File: config.mk
export PLATFORM = sky130hd
export DESIGN_NAME = pc_fetch_sequencer
export DESIGN_NICKNAME = d
export VERILOG_FILES = /design/src/rtl/pc_fetch_sequencer.sv
export SDC_FILE = /design/constraint.sdc
export NUM_CORES = 1
export LEC_CHECK = 0
export ABC_AREA = 1
export BUFFER_PORTS_ARGS = -buffer_cell sky130_fd_sc_hd__buf_2
export CORE_UTILIZATION = 40
export CTS_CLUSTER_DIAMETER = 80
export CTS_CLUSTER_SIZE = 16
export DETAILED_ROUTE_END_ITERATION = 8
export PLACE_DENSITY = 0.65
export SLEW_MARGIN = 20
export SYNTH_ARGS = -nofsm -noshare
export SYNTH_HDL_FRONTEND = slang
export SYNTH_SLANG_ARGS = --single-unit
File: constraint.sdc
create_clock -name CLK -period 1.9 [get_ports CLK]
set_clock_uncertainty 0.15 [all_clocks]
set_input_delay 0.19 -clock CLK [delete_from_list [all_inputs] [get_ports CLK]]
set_output_delay 0.19 -clock CLK [all_outputs]
set_load 0.02 [all_outputs]
File: src/rtl/pc_fetch_sequencer.sv
// Fetch controller around the next-PC datapath: owns the architectural PC, issues
// instruction-memory requests, hands fetched words to decode and applies branch redirects.
module pc_fetch_sequencer #(
   parameter int ADDR_W  = 64,
   parameter int INSTR_W = 32,
   parameter int CNT_W   = 32
) (
   input  logic               CLK,
   input  logic               Reset_L,
   input  logic [ADDR_W-1:0]  startPC,
   output logic               IMemReqValid,
   input  logic               IMemReqReady,
   output logic [ADDR_W-1:0]  IMemAddr,
   input  logic               IMemRspValid,
   input  logic [INSTR_W-1:0] IMemRspData,
   input  logic               Redirect,
   input  logic [ADDR_W-1:0]  RedirectPC,
   output logic               InstrValid,
   input  logic               InstrReady,
   output logic [INSTR_W-1:0] InstrOut,
   output logic [ADDR_W-1:0]  InstrPC,
   output logic [CNT_W-1:0]   InstrCount
);

   typedef enum logic [1:0] {
      S_INIT,
      S_REQ,
      S_WAIT,
      S_HOLD
   } state_t;

   state_t              state, state_nx;
   logic [ADDR_W-1:0]   pc, pc_nx;
   logic [ADDR_W-1:0]   pending_pc, pending_pc_nx;
   logic                drop_pending, drop_pending_nx;
   logic                redir_pending, redir_pending_nx;
   logic [INSTR_W-1:0]  instr_out_nx;
   logic [ADDR_W-1:0]   instr_pc_nx;
   logic [CNT_W-1:0]    instr_count_nx;

   // The request address comes straight from the PC so it cannot move while a request stalls.
   assign IMemAddr = pc;

   // NOTE: every variable gets its hold value first, so no path through the case can infer a latch.
   always_comb begin
      state_nx         = state;
      pc_nx            = pc;
      pending_pc_nx    = pending_pc;
      drop_pending_nx  = drop_pending;
      redir_pending_nx = redir_pending;
      instr_out_nx     = InstrOut;
      instr_pc_nx      = InstrPC;
      instr_count_nx   = InstrCount;

      unique case (state)
         S_INIT: begin
            pc_nx    = startPC;
            state_nx = S_REQ;
         end

         S_REQ: begin
            // A redirect cannot retract an offered request; remember it and drop the response later.
            if (Redirect) begin
               pending_pc_nx    = RedirectPC;
               redir_pending_nx = 1'b1;
            end
            if (IMemReqReady) begin
               state_nx = S_WAIT;
               if (Redirect || redir_pending) begin
                  drop_pending_nx = 1'b1;
               end
            end
         end

         S_WAIT: begin
            if (IMemRspValid) begin
               if (Redirect) begin
                  pc_nx            = RedirectPC;
                  drop_pending_nx  = 1'b0;
                  redir_pending_nx = 1'b0;
                  state_nx         = S_REQ;
               end else if (drop_pending) begin
                  pc_nx            = pending_pc;
                  drop_pending_nx  = 1'b0;
                  redir_pending_nx = 1'b0;
                  state_nx         = S_REQ;
               end else begin
                  instr_out_nx = IMemRspData;
                  instr_pc_nx  = pc;
                  state_nx     = S_HOLD;
               end
            end else if (Redirect) begin
               drop_pending_nx = 1'b1;
               pending_pc_nx   = RedirectPC;
            end
         end

         S_HOLD: begin
            // Redirect wins over the decode handshake: the held word is flushed uncounted.
            if (Redirect) begin
               pc_nx    = RedirectPC;
               state_nx = S_REQ;
            end else if (InstrReady) begin
               pc_nx          = pc + ADDR_W'(4);
               instr_count_nx = InstrCount + CNT_W'(1);
               state_nx       = S_REQ;
            end
         end

         default: state_nx = S_INIT;
      endcase
   end

   // NOTE: state registers use non-blocking assignments so every flop samples pre-edge values.
   always_ff @(posedge CLK or negedge Reset_L) begin
      if (!Reset_L) begin
         state         <= S_INIT;
         pc            <= '0;
         pending_pc    <= '0;
         drop_pending  <= 1'b0;
         redir_pending <= 1'b0;
         IMemReqValid  <= 1'b0;
         InstrValid    <= 1'b0;
         InstrOut      <= '0;
         InstrPC       <= '0;
         InstrCount    <= '0;
      end else begin
         state         <= state_nx;
         pc            <= pc_nx;
         pending_pc    <= pending_pc_nx;
         drop_pending  <= drop_pending_nx;
         redir_pending <= redir_pending_nx;
         IMemReqValid  <= (state_nx == S_REQ);
         InstrValid    <= (state_nx == S_HOLD);
         InstrOut      <= instr_out_nx;
         InstrPC       <= instr_pc_nx;
         InstrCount    <= instr_count_nx;
      end
   end

endmodule

==> metrics.md <==
| Metric | Value |
|---|---|
| Clk_lat worst skew | 530 ps |
| Hold depth | 4 |
| Gr usage total | 31.7% |
| Yosys top cell by area | dfrtp_1 |
| Worst Tran Pin Value | 493 ps |
| Multi-input logic area | 7270 sq um |
| Post-synth cell types | 48 |
| # DRC | 0 |
| FILL cells | 3023 |
| First-pass GRT wire length | 88.7 mm |
| Post-synthesis sequential area ratio | 46.4% |
| Achievable Freq | 519 MHz |
| Top FF cell, synth | dfrtp_1 |
| Pin count of the biggest net entering global routing | 71 |
| Post-Synth Simple-Gate Area | 27.6% |
| Buffers on Ports | 359 |
| Power Total | 0.0336 W |
| Synthesis-to-layout area growth | 53.0% |
| Failing checks | hold timing, setup timing |
| Register area | 6580 sq um |
| Die W | 190 um |
| Largest family of logic cells by synthesized area | simple AND/OR/NAND/NOR gates |
| Wire per inst | 19.5 um |
| Post-synth top cells | nand2_1, dfrtp_1, nor2_1 |
| Max Slew Vio Count | 0 |
| Post-synth EDFFs | 0 |
| Final instance area | 21600 sq um |
| Most frequent cell after synthesis | nand2_1 |
| 1st-pass router iterations | 6 |
| Core Box Area | 34600 sq um |
| I/O pin count | 360 |
| Status | complete, but fails checks |
| DP Area | 18400 sq um |
| Yosys reg bits | 262 |
| DRT antenna net count | 0 |
| Slew Limit Headroom | 67.1% |
| Ranking of synthesized cells by area | dfrtp_1, nand2_1, nor2_1, o21ai_0, inv_1 |
| Die Ht | 190 um |
| Final wirelength | 59.3 mm |
| Slack of the critical path | -26.0 ps |
| Crit-path max FO | 4 |
| Clk slew on worst S/H paths | 80 ps |
| Nets | 2751 |
| Clock root cell | clkbuf_16 |
| Hold Path Class | input pin to flip-flop |
| Final core utilization | 62.4% |
| Area share of fa/ha/maj cells after synthesis | 0.177% |
| Num rows | 68 |
| Vias in the first global route | 15800 |
| Pwr Density | 1560 nW/um^2 |
| Unrepaired setup endpoints after global routing | yes |
| Initial antenna violation count | 2 |
| Leakage power | 10.8 nW |
| Via-to-Cell Ratio | 5.40 |
| Max Cap Violations | 0 |
| Layout cells sized above 1 | 35.1% |
| Starting density of the core | 40.8% |
| GPL Wtd Cong | 0.968 |
| Critical Path Start Type | flip-flop |
| Synth Area in Compound Gates | 13.4% |
| Initial DRC count | 1600 |
| Avg Cell Area, Syn | 7.68 sq um |
| Final hold violations | 1 |
| H-Tree Depth | 1 |
| DIE AREA | 36100 sq um |
| WHS | -1.40 ps |
| Worst vdd ir | 0.000989 V |
| # setup viols final | 4 |
| Min Tclk post-route | 1930 ps |
| Crit. End Element | flip-flop |
| Post-synthesis mux area share | 3.45% |
| Syn Inst Count | 1841 |
| Synthesized area | 14100 sq um |
| Synth Area in XOR/XNOR | 2.17% |
| CTS tree | yes |
| Sink Count | 262 |
| Critical Path RT | 2220 ps |
| Worst Reg-to-Reg Cells | 11 |
| Post-Place Worst Slack | -210 ps |
| CP Data Arrival Time | 2240 ps |
| Grt ovf | 0 |
| Area share of the largest cell type after synthesis | 46.4% |
| Yosys warns | 0 |
| WS Path Type | flip-flop to flip-flop |
| DR vias | 16400 |
| CTS Buffer Depth | 3 |
| Dpl hpwl | 42.9 mm |
| Tcrit/Tclk final | 101% |
| Num CTS Buffers | 21 |
| Syn_nets | 2009 |
| Async SR Flop Fraction | 100% |
-- final timing paths --
kind,startpoint,to,slack [ps]
worst min register to register,InstrPC[61],InstrPC[61],330
max in group asynchronous,Reset_L,IMemAddr[50],900
worst max-delay path,IMemAddr[2],IMemAddr[32],-30
worst min-delay path,startPC[24],IMemAddr[24],-1
worst max register to register,IMemAddr[2],IMemAddr[32],-30
min in group asynchronous,Reset_L,InstrOut[18],10
-- timing repair --
| action | 4_1_cts | 5_1_grt |
|---|---|---|
| setup endpoints to repair | 69 | 176 |
| resized for setup | 70 | 155 |
| pin swaps | 23 | 41 |
| endpoints found under the hold margin | 390 | 0 |
| hold buffers | 128 | 0 |
| gates cloned | 3 | 8 |
| setup buffers | 9 | 22 |
-- layout make-up --
cell class | instances | area share, %
multi-input combinational | 1340 | 33.6
timing repair buffer | 801 | 27.6
sequential | 262 | 30.4
tap | 455 | 2.63
clock inverter | 5 | 0.376
antenna | 2 | 0.0232
clock buffer | 24 | 2.53
inverter | 157 | 2.77
-- cell usage in the layout (no fill, tap or decap), types with 41 or more instances in the layout --
master         synthesis  routed
nand3_1               91      81
nor3_1                53      41
buf_4                  5     267
buf_2                 32     358
dfrtp_1              262     241
inv_1                151     145
o21ai_0              176     153
nand2_1              477     451
nor2_1               237     194
dlygate4sd3_1          0     128
-- flip-flops by register name (all words and copies together), names as in the netlist --
name	flops
IMemReqValid	1
InstrPC	64
state	2
drop_pending	1
IMemAddr	64
InstrOut	32
redir_pending	1
pending_pc	64
InstrCount	32
InstrValid	1
-- report_power, final --
group / internal [W] / switching [W]
clock: 0.00232 / 0.00213
combinational: 0.00760 / 0.0116
sequential: 0.00809 / 0.00191
-- metrics by stage --
stage | TNS (ps) | std cells
after floorplan | -23.6 | 1841
after global placement | -759 | 2845
after detailed placement | -3400 | 2845
after CTS | -181 | 3014
after global routing | -3600 | 3044
final | -51.4 | 3046
-- layer usage --
layer  part of all wire (%)  track usage (%)  up-vias  wire length (um)
met5                  0.022                0        -                13
met4                    3.1             8.10        2              1820
met3                    8.6             4.39      131              5120
met2                     46             50.6      834             27000
met1                     43             45.0     7889             25300
li1                       -                -     7581                 -
-- kinds of logic (layout without fill, tap and decap cells) --
logic type | count (synthesis) | after routing
AND/OR/NAND/NOR | 927 | 927
AO/OA/AOI/OAI | 332 | 332
flip-flops | 262 | 262
buffers and inverters | 239 | 987
multiplexers | 44 | 44
XOR/XNOR | 35 | 35
adder cells (fa/ha/maj) | 2 | 2
other | 0 | 2
-- critical path: stages, from the launching register on --
cell and delay [ps]:
dfrtp_2 400, ha_4 150, nand2_4 70, nor2_4 140, nand2_4 80, nor2_4 130
buf_6 120, nand4_1 100, or2_1 270, o21ai_1 130, nand2_1 60, nand2_1 60
Note: power is estimated with default switching activity, not from simulation.
